$ cat src/rtl/arm7tdmi_pkg.sv
// Shared ARM7TDMI decode types: Thumb long-branch classification and sequencer states.
package arm7tdmi_pkg;

  typedef enum logic [1:0] {
    BL_NONE,
    BL_PREFIX,
    BL_SUFFIX,
    BLX_SUFFIX
  } bl_kind_t;

  typedef enum logic {
    BL_ST_IDLE,
    BL_ST_HELD
  } bl_state_t;

  localparam logic [4:0] THUMB_BL_PREFIX_OP  = 5'b11110;
  localparam logic [4:0] THUMB_BL_SUFFIX_OP  = 5'b11111;
  localparam logic [4:0] THUMB_BLX_SUFFIX_OP = 5'b11101;

endpackage

$ cat src/rtl/thumb_bl_classify.sv
// Combinational classifier for Thumb BL/BLX halfwords; also extracts the
// sign-extended high offset and the zero-extended low offset.
module thumb_bl_classify
  import arm7tdmi_pkg::*;
#(
  parameter int unsigned ADDR_W      = 32,
  parameter bit          SUPPORT_BLX = 1'b0
) (
  input  logic [15:0]       instr,
  output bl_kind_t          kind,
  output logic [ADDR_W-1:0] hi_off,
  output logic [ADDR_W-1:0] lo_off
);

  always_comb begin
    kind = BL_NONE;
    if (instr[15:11] == THUMB_BL_PREFIX_OP) begin
      kind = BL_PREFIX;
    end else if (instr[15:11] == THUMB_BL_SUFFIX_OP) begin
      kind = BL_SUFFIX;
    end else if (SUPPORT_BLX && (instr[15:11] == THUMB_BLX_SUFFIX_OP)) begin
      kind = BLX_SUFFIX;
    end
  end

  assign hi_off = {{(ADDR_W-23){instr[10]}}, instr[10:0], 12'b0};
  assign lo_off = {{(ADDR_W-12){1'b0}}, instr[10:0], 1'b0};

endmodule

$ cat src/rtl/thumb_bl_sequencer.sv
// Thumb long-branch sequencer: tracks a BL prefix and issues registered branch,
// LR-write and undefined-instruction requests when the matching suffix executes.
module thumb_bl_sequencer
  import arm7tdmi_pkg::*;
#(
  parameter int unsigned ADDR_W           = 32,
  parameter bit          SUPPORT_BLX      = 1'b0,
  parameter bit          PREFIX_WRITES_LR = 1'b1,
  parameter bit          ALLOW_ORPHAN     = 1'b1
) (
  input  logic              clk,
  input  logic              rst_n,
  input  logic              instr_valid,
  input  logic              stall,
  input  logic              flush,
  input  logic [15:0]       instr,
  input  logic [ADDR_W-1:0] instr_pc,
  input  logic [ADDR_W-1:0] lr_rdata,
  output logic              pending,
  output logic              branch_req,
  output logic [ADDR_W-1:0] branch_target,
  output logic              branch_thumb,
  output logic              lr_we,
  output logic [ADDR_W-1:0] lr_wdata,
  output logic              undef_pulse
);

  bl_state_t         state_q, state_d;
  bl_kind_t          kind;
  logic [ADDR_W-1:0] hi_off, lo_off;
  logic [ADDR_W-1:0] part_q, part_d;
  logic              accept;
  logic              br_d, lr_we_d, undef_d, thumb_d;
  logic [ADDR_W-1:0] target_d, lr_wdata_d, base, sum;

  thumb_bl_classify #(
    .ADDR_W      (ADDR_W),
    .SUPPORT_BLX (SUPPORT_BLX)
  ) u_classify (
    .instr  (instr),
    .kind   (kind),
    .hi_off (hi_off),
    .lo_off (lo_off)
  );

  assign accept = instr_valid & ~stall & ~flush;
  assign base   = (state_q == BL_ST_HELD) ? part_q : lr_rdata;
  assign sum    = base + lo_off;

  always_comb begin
    state_d    = state_q;
    part_d     = part_q;
    br_d       = 1'b0;
    lr_we_d    = 1'b0;
    undef_d    = 1'b0;
    target_d   = branch_target;
    thumb_d    = branch_thumb;
    lr_wdata_d = lr_wdata;
    if (flush) begin
      state_d = BL_ST_IDLE;
    end else if (accept) begin
      case (kind)
        BL_PREFIX: begin
          part_d  = instr_pc + ADDR_W'(4) + hi_off;
          state_d = BL_ST_HELD;
          if (PREFIX_WRITES_LR) begin
            lr_we_d    = 1'b1;
            lr_wdata_d = part_d;
          end
        end
        BL_SUFFIX, BLX_SUFFIX: begin
          state_d = BL_ST_IDLE;
          // Orphan without fallback, or BLX with odd offset, is undefined.
          if (((state_q == BL_ST_IDLE) && !ALLOW_ORPHAN) ||
              ((kind == BLX_SUFFIX) && instr[0])) begin
            undef_d = 1'b1;
          end else begin
            br_d       = 1'b1;
            target_d   = (kind == BLX_SUFFIX) ? (sum & {{(ADDR_W-2){1'b1}}, 2'b00}) : sum;
            thumb_d    = (kind != BLX_SUFFIX);
            lr_we_d    = 1'b1;
            lr_wdata_d = (instr_pc + ADDR_W'(2)) | ADDR_W'(1);
          end
        end
        default: state_d = BL_ST_IDLE;
      endcase
    end
  end

  always_ff @(posedge clk or negedge rst_n) begin
    if (!rst_n) begin
      state_q <= BL_ST_IDLE;
    end else begin
      state_q <= state_d;
    end
  end

  always_ff @(posedge clk or negedge rst_n) begin
    if (!rst_n) begin
      part_q        <= '0;
      branch_req    <= 1'b0;
      branch_target <= '0;
      branch_thumb  <= 1'b1;
      lr_we         <= 1'b0;
      lr_wdata      <= '0;
      undef_pulse   <= 1'b0;
    end else begin
      part_q        <= part_d;
      branch_req    <= br_d;
      branch_target <= target_d;
      branch_thumb  <= thumb_d;
      lr_we         <= lr_we_d;
      lr_wdata      <= lr_wdata_d;
      undef_pulse   <= undef_d;
    end
  end

  assign pending = (state_q == BL_ST_HELD);

endmodule

$ cat config.mk
export PLATFORM = sky130hd
export DESIGN_NAME = thumb_bl_sequencer
export DESIGN_NICKNAME = d
export VERILOG_FILES = /design/src/rtl/arm7tdmi_pkg.sv /design/src/rtl/thumb_bl_classify.sv /design/src/rtl/thumb_bl_sequencer.sv
export SDC_FILE = /design/constraint.sdc
export NUM_CORES = 1
export LEC_CHECK = 0
export ABC_AREA = 1
export CORE_MARGIN = 4
export CORE_UTILIZATION = 54
export DETAILED_ROUTE_END_ITERATION = 10
export MAX_ROUTING_LAYER = met4
export PLACE_DENSITY_LB_ADDON = 0.15
export SYNTH_ARGS = -nofsm -noshare
export SYNTH_HDL_FRONTEND = slang
export SYNTH_SLANG_ARGS = --single-unit
$ cat constraint.sdc
create_clock -name clk -period 3.3 [get_ports clk]
set_input_delay 0.33 -clock clk [delete_from_list [all_inputs] [get_ports clk]]
set_output_delay 0.33 -clock clk [all_outputs]
set_load 0.05 [all_outputs]
**Yosys cells after proc, flatten, opt, wreduce, memory -nomap -nowiden**

Cells that the tools add are included.

- Bits in registers: 101
- Input bits: 85
- Output and inout bits: 69

- Add/sub/neg operators: 4
- Eq/ne operators: 7
- Mux-type cells: 20
- Bitwise operators: 5
- Reduce and logical (&&, ||, !) cells: 7

Operators with widths:

| operator | number |
|---|---|
| 32-bit two-way mux | 2 |
| 32-bit one-hot mux with 2 select lines | 1 |
| 32-bit by 12-bit adder with 32-bit output | 1 |
| 32-bit by 2-bit adder with 32-bit output (second input constant) | 1 |
| 32-bit by 3-bit adder with 32-bit output (second input constant) | 1 |
| 32-bit adder | 1 |
| 1-bit two-way mux | 13 |
| 5-bit == test (second input constant) | 2 |
| 4-bit AND reduction | 2 |
| 2-bit two-way mux | 3 |
| 2-bit == test (second input constant) | 2 |
| 2-bit != test (second input constant) | 2 |
| 2-bit nonzero test | 2 |
| 1-bit inverter | 3 |
| 3-bit AND reduction | 1 |
| 1-bit AND | 2 |
| 2-bit by 1-bit == test with 1-bit output (second input constant) | 1 |
| 1-bit one-hot mux with 2 select lines | 1 |
| 2-bit OR reduction | 1 |
| 1-bit logical AND | 1 |

**Logic depth before layout (Yosys ltp)**

Gate-level depths: netlist of the first run.

- Word-level depth: 9
- Depth in mapped cells: 21
- Depth with buffers taken out: 17

**Cells and area by module**

From an unflattened synthesis of the first run, not the netlist that was laid out.

- Cell total of the unflattened synthesis: 1591
- Area total of the unflattened synthesis: 10161.0 sq um

By module, submodules not included:

| module | times used | cells an instance | area an instance (sq um) |
|---|---|---|---|
| thumb_bl_sequencer | 1 | 1520 | 9651.8 |
| thumb_bl_classify | 1 | 71 | 509.2 |

**Worst setup path before layout of the first run**

No wires, ideal clock.

- Path kind: reg-to-reg
- Start: register state_q, in the netlist pending
- End: register branch_target[27]
- Arrival: 2.771 ns
- Setup slack: 0.411 ns
- Cell stages (with the launch flop): 22
- Clock period less this slack: 2.889 ns
- Cell sequence: dfrtp_1 -> buf_6 -> inv_6 -> buf_12 -> buf_6 -> clkbuf_1 -> nand2_1 -> nand2_1 -> ha_1 -> fa_1 -> nand2_1 -> nand3_1 -> nand3_1 -> nand2_1 -> nand2_1 -> nand2_1 -> nand2_1 -> nand2_1 -> nand2_1 -> nand2_1 -> nand2_1 -> nand2_1

- Word-level cells in the longest chain between the ends: 2

RTL lines:

| what | RTL line | source |
|---|---|---|
| start: declaration | thumb_bl_sequencer.sv:28 | `bl_state_t state_q, state_d;` |
| start signal: assignment | thumb_bl_sequencer.sv:94 | `state_q <= state_d;` |
| 32-bit two-way mux | thumb_bl_sequencer.sv:47 | `assign base = (state_q == BL_ST_HELD) ? part_q : lr_rdata;` |
| 32-bit by 12-bit adder with 32-bit output | thumb_bl_sequencer.sv:48 | `assign sum = base + lo_off;` |
| end signal: assignment | thumb_bl_sequencer.sv:110 | `branch_target <= target_d;` |
| end: declaration | thumb_bl_sequencer.sv:21 | `output logic [ADDR_W-1:0] branch_target,` |

Every way passes these cells.
A chain may end at the register's enable or synchronous reset.

**Worst setup path after layout of the first run**

- Start: input port instr_pc[2]
- End: register lr_wdata[20]

- Word-level cells in the longest chain between the ends: 3
- Elaborated cells between the ends (all ways): 5
- Classes of those cells: add/sub (3); mux (2)

RTL lines:

| what | RTL line | source |
|---|---|---|
| start: declaration | thumb_bl_sequencer.sv:17 | `input logic [ADDR_W-1:0] instr_pc,` |
| 32-bit by 3-bit adder with 32-bit output or 32-bit by 2-bit adder with 32-bit output (tied branches) | thumb_bl_sequencer.sv:64, thumb_bl_sequencer.sv:82 |  |
| 32-bit adder or 32-bit two-way mux (tied branches) | thumb_bl_sequencer.sv:64, thumb_bl_sequencer.sv:74 |  |
| 32-bit one-hot mux with 2 select lines (*) | thumb_bl_sequencer.sv:62 | `case (kind)` |
| end signal: assignment | thumb_bl_sequencer.sv:113 | `lr_wdata <= lr_wdata_d;` |
| end: declaration | thumb_bl_sequencer.sv:24 | `output logic [ADDR_W-1:0] lr_wdata,` |

Every way passes the cells marked *; elsewhere a longest branch is shown, timed or not. The select of a mux whose other input is x is not followed.

==> impl_metrics.yaml, run 1 <==
power_and_ir_drop:
  max-vdd-ir-drop_v: 0.000293
  p_per_area_nw_per_um2: 410
  design_power_total_mw: 4.18
  p_leak_nw: 5.14
finish:
  final_area_um2: 10200
  register_area_um2: 2530
  fin_nets: 1548
  instances_no_fill: 1619
  area_growth_pct: 24.4
  antenna_cells: 0
  multi_input_comb_area_um2: 4930
  nFillCells: 1325
  post-route-util_pct: 69.3
  layout-drive-gt1-share_pct: 6.20
route:
  num_vias: 9137
  route.detailed.drc: 0
  viasPerCell: 5.64
  dr.pass1.iters: 6
  ant_nets: 0
  drt-initial-drc-count: 924
  wirelength_um: 29900
  detail_route.wl_per_cell_um: 18.5
worst_hold_path:
  min_path_type: "primary input to async pin"
sta:
  min_period_ns: 2.68
  fin_crit_sh_pct: 81.1
  finalHoldViolations: 0
  max_clock_freq_mhz: 374
  rsz0062_at_grt: "false"
  tns_ns: 0
  setup_viol: 0
  slew_headroom_pct: 55.5
  drv_slew: 0
  whs_ns: 0.0211
  tightestPinTransition_ns: 0.660
  finalClockSkew_ns: 0.00788
  fin_ws_ns: 0.623
floorplanning:
  die_w_um: 131
  rows: 44
  core_um2: 14700
  die_area_um2: 17200
  die_h_um: 131
  num_io_pins: 154
  start_util_pct: 55.7
clock_network:
  cts_tree: "yes"
  root_buffer: "clkbuf_16"
  cts.path.max_buffers: 2
  cts_buffers: 9
  post_cts_buffers: 0
  hold_buffers: 0
  clock-sinks: 101
  clk_latency_ns: 0.36
  path_clk_slew_ns: 0.07
  cts_resized: 0
  htreeDepth: 3
synth:
  async_reset_ff_share_pct: 100
  synth_warnings: 0
  synth_top_family_by_area: "simple AND/OR/NAND/NOR gates"
  synth_compound_area_share_pct: 8.73
  synthAdderAreaFrac_pct: 5.14
  synth_flop_cell: "dfrtp_1"
  synthMuxAreaShare_pct: 0
  synth-seq-cells: 101
  synth_top_area_cell: "dfrtp_1"
  synth-simple-area-share_pct: 42.6
  synth_xor_area_share_pct: 3.64
  ys_seq_area_share_pct: 30.9
  ys_types: 44
  yosys.area.top_type_share_pct: 30.6
  avgSynthCellArea_um2: 6.37
  synthTopCellsByArea: "dfrtp_1, nand2_1, nand3_1"
  netlist_area_um2: 8190
  netlist_instances: 1285
  syn_nets: 1403
  synth-edff-count: 0
setup_path:
  cp-start-kind: "primary input"
  critPathCaptureType: "flip-flop"
  worstSetupPathType: "primary input to flip-flop"
  rr_startpoint: "pending$_DFFE_PN0P_"
  reg2reg_slack_ns: 0.67
  critPathRequiredTime_ns: 3.55
  reg2reg_depth: 12
  worstPathMaxFanout: 6
  r2r-end: "branch_target[16]$_DFFE_PN0P_"
  cp.arrival_ns: 2.92
grt:
  grt_use_met3_pct: 5.89
  globalRouteMet2Util_pct: 57.3
  gr-max-usage-layer: "met2"
  grt_use_total_pct: 35.3
  antenna_found_initial: 0
  grt_pass1_wl_um: 46800
  grt_overflow_total: 0
  grt_pass1_vias: 8633
  met1_usage_pct: 44.0
  grt_start_max_net_pins: 102
place:
  placed_cell_area_um2: 9870
  dp_hpwl_um: 23800
  place_inst: 1603
  place.gp.congestion: 1.04
  portBuffers: 153
  place_ws_ns: 0.381
run:
  cap_violations: 0
status:
  status: "finished, final reports clean"
## cells in the mapped netlist, types with 2 or more instances
cell type	count
clkinv_1	2
xor2_1	18
nor3_1	6
o21ai_0	44
inv_2	3
nand2_2	19
o21a_1	4
a21o_1	2
buf_6	3
o21ai_1	12
and2_1	4
dfrtp_1	100
nand3_1	113
inv_1	141
o21bai_1	2
nor2_2	14
a21oi_1	52
nand3b_1	12
nor2_1	126
o21ai_4	2
ha_1	32
buf_2	11
nand2_4	9
or2_2	4
nand4_1	20
clkbuf_1	14
a31oi_1	8
nand2_1	474
xnor2_1	16
nor2_4	4
## logic make-up (layout without fill, tap and decap cells)
logic type,Yosys count,count (layout)
fa+ha+maj,33,33
other cells,1,1
buf+inv,178,328
xor+xnor,34,34
simple gates,808,808
compound gates,130,130
flops,101,101
## layout make-up
type | count | area share, %
well taps | 184 | 2.26
multi-input cells | 1006 | 48.4
clock buffers | 9 | 2.21
clock inverters | 7 | 0.787
repair buffers | 165 | 16.0
inverters | 147 | 5.47
flip-flops and latches | 101 | 24.8
## worst max-delay path by stage
stage                        startpoint                             to  slack [ns]  depth (start not counted)
global placement            instr_pc[2]       lr_wdata[20]$_DFFE_PN0P_        0.41                         13
detailed placement          instr_pc[2]       lr_wdata[20]$_DFFE_PN0P_        0.38                         13
global route        pending$_DFFE_PN0P_  branch_target[20]$_DFFE_PN0P_        0.47                         12
floorplan           pending$_DFFE_PN0P_  branch_target[27]$_DFFE_PN0P_        0.41                         21
finish                      instr_pc[2]       lr_wdata[20]$_DFFE_PN0P_        0.62                         13
CTS                 pending$_DFFE_PN0P_  branch_target[16]$_DFFE_PN0P_        0.70                         12
## layer usage
metal	routed length [µm]	share of wire, %
met1	12200	41
met2	14100	47
met3	2300	7.7
met4	1380	4.6
met5	0	0
## placed cells by master, fill, tap and decap left out, types with 2 or more instances in the layout
master,synthesis,layout
o21ai_4,2,2
nand2_2,19,19
nand3b_1,12,12
nor2_2,14,14
nor2_1,126,126
o21ai_1,12,12
clkdlybuf4s50_1,0,152
nor3_1,6,6
clkbuf_16,0,9
a21o_1,2,2
nand2_4,9,9
nor2_4,4,4
o21a_1,4,4
nand4_1,20,20
a31oi_1,8,8
clkinv_1,2,2
and2_1,4,4
o21bai_1,2,2
inv_1,141,141
xnor2_1,16,16
xor2_1,18,18
o21ai_0,44,44
nand3_1,113,113
nand2_1,474,474
inv_2,3,3
inv_6,1,3
ha_1,32,32
a21oi_1,52,52
buf_4,1,12
or2_2,4,4
dfrtp_1,100,100
## critical path, cell delays in order
cell and delay [ns]:
clkdlybuf4s50_1 0.59, ha_1 0.31, nand2_1 0.19, nor2_2 0.35, nand2_1 0.30, inv_1 0.16
nand3_1 0.10, nand3_1 0.11, nand2_1 0.07, nand2_1 0.09, nand3_1 0.11, nand3_1 0.13
nand2_1 0.07
## power breakdown
group | leakage, nW | switching, mW | internal [mW] | total [mW]
logic | 3.68 | 1.01 | 0.534 | 1.55
clock network | 0.148 | 0.535 | 0.600 | 1.14
registers | 1.31 | 0.104 | 1.39 | 1.49
total | 5.14 | 1.65 | 2.52 | 4.18
## sequential cells by signal (all words and copies together), names as in the netlist
name           flops
lr_wdata          32
part_q            32
undef_pulse        1
branch_thumb       1
branch_req         1
lr_we              1
pending            1
branch_target     32
Power figures use the tool's default switching activity.
==> run 2, diff against run 1 <==
--- a/config.mk
+++ b/config.mk
@@ -7,7 +7,7 @@
 export LEC_CHECK = 0
 export ABC_AREA = 1
 export CORE_MARGIN = 4
-export CORE_UTILIZATION = 54
+export CORE_UTILIZATION = 49
 export DETAILED_ROUTE_END_ITERATION = 10
 export MAX_ROUTING_LAYER = met4
 export PLACE_DENSITY_LB_ADDON = 0.15
==> constraint.sdc (replaced) <==
create_clock -name clk -period 2.3 [get_ports clk]
set_input_delay 0.23 -clock clk [delete_from_list [all_inputs] [get_ports clk]]
set_output_delay 0.23 -clock clk [all_outputs]
set_load 0.05 [all_outputs]
==> run 2 against run 1 <==
Against the previous run: highest routed layer unchanged; largest power group unchanged; clock power increased by 32%; count of clock-buffer cells in the layout unchanged; worst setup slack got worse by 0.55 ns; cell count increased by 10%; design area increased by 13%; first-iteration DRC count decreased by 15%; register-to-register slack got worse by 0.60 ns; power increased by 46%.
==> impl_metrics.yaml, run 2 (synthesis results as in run 1) <==
finish:
  area_growth_pct: 39.9
  layout-drive-gt1-share_pct: 16.3
  nFillCells: 1415
  fin_nets: 1684
  antenna_cells: 0
  final_cell_mix: "nand2_1, clkdlybuf4s50_1, inv_1"
  instances_no_fill: 1787
  register_area_um2: 2530
  final_common_cell: "nand2_1"
  reg_top3: "branch_target (32), lr_wdata (32), part_q (32)"
  multi_input_comb_area_um2: 5100
power_and_ir_drop:
  max-vdd-ir-drop_v: 0.000411
  p_per_area_nw_per_um2: 533
  p_leak_nw: 5.82
  design_power_total_mw: 6.10
place:
  dp_hpwl_um: 25200
  place_ws_ns: -0.158
  place_inst: 1761
  place.gp.congestion: 1.04
  portBuffers: 153
setup_path:
  worstSetupPathType: "flip-flop to flip-flop"
  cp.arrival_ns: 2.48
  critPathRequiredTime_ns: 2.56
  critPathCaptureType: "flip-flop"
  cp_top_family: "simple AND/OR/NAND/NOR gates"
  worstPathMaxFanout: 9
  crit_chain: "inv_6 -> nand2_1 -> o21ai_0 -> ha_1 -> nand2_1 -> nor2_1 -> nand3_1 -> nand2_1 -> nand2_2 -> nand2_4 -> nand4_1 -> nand3_1 -> nand2_1"
  worst-path-buf-inv: 1
  slowest_stage: "dfrtp_2"
  cp_common_cell: "nand2_1"
  max_stage_delay_ns: 0.51
  cp-start-kind: "flip-flop"
clock_network:
  cts_buffers: 9
  clock-sinks: 101
  htreeDepth: 3
  cts.path.max_buffers: 2
  root_buffer: "clkbuf_16"
  clk_latency_ns: 0.36
  cts_tree: "yes"
  path_clk_slew_ns: 0.08
sta:
  slew_headroom_pct: 59.8
  finalHoldViolations: 0
  tightestPinTransition_ns: 0.597
  min_period_ns: 2.23
  rsz0062_at_grt: "true"
  max_clock_freq_mhz: 449
  drv_slew: 0
  setup_viol: 0
  fin_crit_sh_pct: 96.9
  finalClockSkew_ns: 0.0155
  fin_ws_ns: 0.0722
grt:
  grt_pass1_vias: 8865
  grt_pass1_wl_um: 47000
  grt_start_max_net_pins: 48
  antenna_found_initial: 0
  grt_overflow_total: 0
  grt_use_total_pct: 33.8
floorplanning:
  die_h_um: 137
  die_area_um2: 18800
  die_w_um: 137
  start_util_pct: 50.8
  rows: 46
  core_um2: 16100
  num_io_pins: 154
route:
  num_vias: 9434
  ant_nets: 0
  viasPerCell: 5.28
  wirelength_um: 31100
  dr.pass1.iters: 7
  detail_route.wl_per_cell_um: 17.4
  route.detailed.drc: 0
  drt-initial-drc-count: 781
worst_hold_path:
  min_path_type: "primary input to async pin"
run:
  cap_violations: 0
status:
  status: "finished, final reports clean"
==> run 2: changes by cell type in the layout (fill, tap and decap cells not counted), moves of 7 or more <==
cell	delta
ha_1	-7
nand2_1	-8
buf_4	+125
nand2_2	+8
==> run 2: path summary, 6_finish.rpt <==
kind                                               from                            end  slack, ns  depth (start not counted)
hold / removal                                    rst_n   branch_target[2]$_DFFE_PN0P_       0.37                          2
hold reg to reg            branch_target[2]$_DFFE_PN0P_   branch_target[2]$_DFFE_PN0P_       0.48                          2
min in group clk                            lr_rdata[0]   branch_target[0]$_DFFE_PN0P_       0.46                          3
setup / recovery                    pending$_DFFE_PN0P_  branch_target[25]$_DFFE_PN0P_       0.07                         13
max in group asynchronous                         rst_n            pending$_DFFE_PN0P_       1.26                          3
setup reg to reg                    pending$_DFFE_PN0P_  branch_target[25]$_DFFE_PN0P_       0.07                         13
==> run 2: stage by stage <==
| stage | area (µm²) | hold WS, ns | setup TNS, ns | utilization [%] |
|---|---|---|---|---|
| CTS | 11300 | 0.375 | 0 | 70.1 |
| global placement | 11000 | 0.212 | -2.01 | 68.1 |
| global route | 11500 | 0.414 | -0.0707 | 71.1 |
| floorplan | 8240 | -0.0656 | -5.69 | - |
| detailed placement | 11000 | 0.212 | -2.07 | 68.1 |
| finish | 11500 | 0.375 | 0 | 71.1 |
==> run 2: where the power goes <==
group	internal (mW)	total, mW	leakage, nW	switching [mW]
Sequential	1.99	2.13	1.31	0.131
Combinational	0.943	2.46	4.37	1.52
Clock	0.750	1.51	0.138	0.764
Total	3.69	6.10	5.82	2.42
==> run 2: layout make-up <==
type	instances	area share (%)
timing repair inverter	1	0.0546
timing repair buffer	298	23.7
sequential	101	22.1
clock buffer	9	1.97
clock inverter	7	0.481
inverter	147	4.86
tap	216	2.36
multi-input combinational	1008	44.5
==> run 2: worst reg2reg max path, delay by kind of cell (launching register included) <==
| family | cells | cell delay [ns] |
|---|---|---|
| simple gates | 10 | 1.09 |
| fa+ha+maj | 1 | 0.37 |
| compound gates | 1 | 0.09 |
| buf+inv | 1 | 0.08 |
| flops | 1 | 0.51 |
==> run 2: routing by layer <==
metal,global-route usage (%),routed length (µm)
met2,54.0,14300
met5,-,0
met3,3.62,1940
met4,15.4,1490
met1,43.5,13400
==> run 2: repair_timing <==
| action | in CTS | in global routing |
|---|---|---|
| hold endpoints to repair | 31 | 0 |
| gates cloned | 0 | 3 |
| pin swaps | 0 | 10 |
| gates resized for setup | 2 | 30 |
| endpoints found under the setup margin | 14 | 17 |
| setup buffers | 3 | 3 |
| hold buffers | 1 | 0 |
==> run 3, diff against run 2 <==
--- a/config.mk
+++ b/config.mk
@@ -9,7 +9,6 @@
 export CORE_MARGIN = 4
 export CORE_UTILIZATION = 49
 export DETAILED_ROUTE_END_ITERATION = 10
-export MAX_ROUTING_LAYER = met4
 export PLACE_DENSITY_LB_ADDON = 0.15
 export SYNTH_ARGS = -nofsm -noshare
 export SYNTH_HDL_FRONTEND = slang
==> run 3 against run 2 <==
Against the previous run: flip-flop and latch count stayed put; die area stayed put; sequential share of layout area is 0.32 points higher; design area is 1.4% lower; global-route usage is 1.2 points lower; maximum frequency is 1.6% higher; routed wire length is 1.7% lower; combinational power is 2% lower; via count is 0.68% lower; count of clock-buffer cells in the layout is 2 higher; critical path depth is 2 higher; critical path type unchanged; highest routed layer unchanged.
==> impl_metrics.yaml, run 3 (synthesis results as in run 1) <==
status:
  status: "finished, final reports clean"
place:
  place.gp.congestion: 1.02
  portBuffers: 153
  place_inst: 1751
  dp_hpwl_um: 24800
  place_ws_ns: -0.175
route:
  route.detailed.drc: 0
  viasPerCell: 5.29
  num_vias: 9370
  drt-initial-drc-count: 802
  ant_nets: 0
  dr.pass1.iters: 6
  wirelength_um: 30600
  detail_route.wl_per_cell_um: 17.3
sta:
  setup_viol: 0
  finalHoldViolations: 0
  max_clock_freq_mhz: 456
  tns_ns: 0
  fin_crit_sh_pct: 95.3
  slew_headroom_pct: 62.8
  tightestPinTransition_ns: 0.557
  finalClockSkew_ns: 0.0120
  rsz0062_at_grt: "true"
  fin_ws_ns: 0.108
  min_period_ns: 2.19
  drv_slew: 0
finish:
  fin_nets: 1669
  nFillCells: 1478
  area_growth_pct: 37.9
  antenna_cells: 0
  reg_top3: "branch_target (32), lr_wdata (32), part_q (32)"
  layout-drive-gt1-share_pct: 15.2
  final_cell_mix: "nand2_1, clkdlybuf4s50_1, inv_1"
  final_common_cell: "nand2_1"
  instances_no_fill: 1772
setup_path:
  slowest_stage: "dfrtp_2"
  critPathRequiredTime_ns: 2.55
  worst-path-buf-inv: 2
  cp_top_family: "simple AND/OR/NAND/NOR gates"
  worstPathMaxFanout: 9
  cp_common_cell: "nand2_1"
  crit_chain: "buf_6 -> buf_4 -> nand2_1 -> nand2_1 -> ha_1 -> nand2_1 -> nand3_1 -> nand2_1 -> nand2_1 -> nand2_2 -> nand2_4 -> nand2_1 -> nand3_1 -> nand3_1 -> nand2_1"
  max_stage_delay_ns: 0.45
  cp-start-kind: "flip-flop"
  worstSetupPathType: "flip-flop to flip-flop"
  cp.arrival_ns: 2.44
  critPathCaptureType: "flip-flop"
floorplanning:
  start_util_pct: 50.8
  rows: 46
  die_area_um2: 18800
  num_io_pins: 154
  die_w_um: 137
  core_um2: 16100
  die_h_um: 137
clock_network:
  cts_tree: "yes"
  root_buffer: "clkbuf_16"
  cts.path.max_buffers: 2
  cts_buffers: 9
  htreeDepth: 3
  path_clk_slew_ns: 0.09
  clk_latency_ns: 0.36
  clock-sinks: 101
power_and_ir_drop:
  comb_power_share_pct: 39.5
  p_per_area_nw_per_um2: 540
  design_power_total_mw: 6.09
  p_leak_nw: 5.75
  max-vdd-ir-drop_v: 0.000469
  clock_power_share_pct: 25.5
  netSwitchingFraction_pct: 39.5
  internal_power_mw: 3.68
  switchingPower_mw: 2.41
  p_seq_share_pct: 35.0
grt:
  grt_pass1_wl_um: 46700
  grt_use_total_pct: 32.6
  grt_pass1_vias: 8724
  grt_start_max_net_pins: 66
  grt_overflow_total: 0
  antenna_found_initial: 0
run:
  cap_violations: 0
worst_hold_path:
  min_path_type: "primary input to async pin"
## run 3: per-layer routing
layer | GRT usage (%) | wire, µm
met3 | 5.08 | 2130
met2 | 52.6 | 14200
met1 | 42.8 | 12700
met4 | 15.8 | 1570
met5 | 0 | 0
## run 3: final cells by class
class                           count  area [µm²]  share of cell area, %
Sequential cell                   101        2530                   22.4
Timing Repair Buffer              285        2580                   22.8
Clock buffer                       11         243                   2.15
Clock inverter                      5        47.5                  0.421
Multi-Input combinational cell   1007        5070                   44.9
Inverter                          147         557                   4.93
Tap cell                          216         270                   2.39
## run 3: timing repair
action / in CTS / in global routing
buffers inserted: 3 / 0
hold buffers: 1 / 0
hold endpoints to repair: 100 / 0
cloned: 0 / 1
pin swaps: 0 / 1
resized for setup: 0 / 24
endpoints found under the setup margin: 13 / 18
## run 3: metrics by stage
| stage | hold WS [ns] | area (µm²) | util (%) |
|---|---|---|---|
| after global routing | 0.453 | 11300 | 70.1 |
| after floorplan | -0.0656 | 8240 | - |
| after CTS | 0.438 | 11200 | 69.4 |
| after global placement | 0.265 | 10900 | 67.4 |
| after detailed placement | 0.278 | 10900 | 67.4 |
| final | 0.419 | 11300 | 70.1 |
## run 3: worst reg2reg max path: stages (launching register included)
cell and delay (ns):
dfrtp_2 0.45, buf_6 0.15, buf_4 0.13, nand2_1 0.05, nand2_1 0.05, ha_1 0.32
nand2_1 0.09, nand3_1 0.11, nand2_1 0.08, nand2_1 0.12, nand2_2 0.12, nand2_4 0.10
nand2_1 0.08, nand3_1 0.08, nand3_1 0.10, nand2_1 0.06
## run 3: power by group through the flow
stage	Sequential [mW]	Combinational [mW]	Clock [mW]
global route	2.15	2.59	1.64
detailed placement	2.16	2.35	0
finish	2.13	2.41	1.56
global placement	2.16	2.33	0
CTS	2.13	2.37	1.57
floorplan	2.68	0.832	0
## run 3: final timing paths
path	startpoint	end	slack (ns)	cells after the start
worst max-delay path	pending$_DFFE_PN0P_	branch_target[18]$_DFFE_PN0P_	0.11	15
worst min-delay path	rst_n	lr_wdata[5]$_DFFE_PN0P_	0.42	3
worst max register to register	pending$_DFFE_PN0P_	branch_target[18]$_DFFE_PN0P_	0.11	15
min in group clk	lr_rdata[0]	branch_target[0]$_DFFE_PN0P_	0.45	3
max in group asynchronous	rst_n	branch_thumb$_DFFE_PN1P_	1.47	3
worst min register to register	branch_target[30]$_DFFE_PN0P_	branch_target[30]$_DFFE_PN0P_	0.48	2
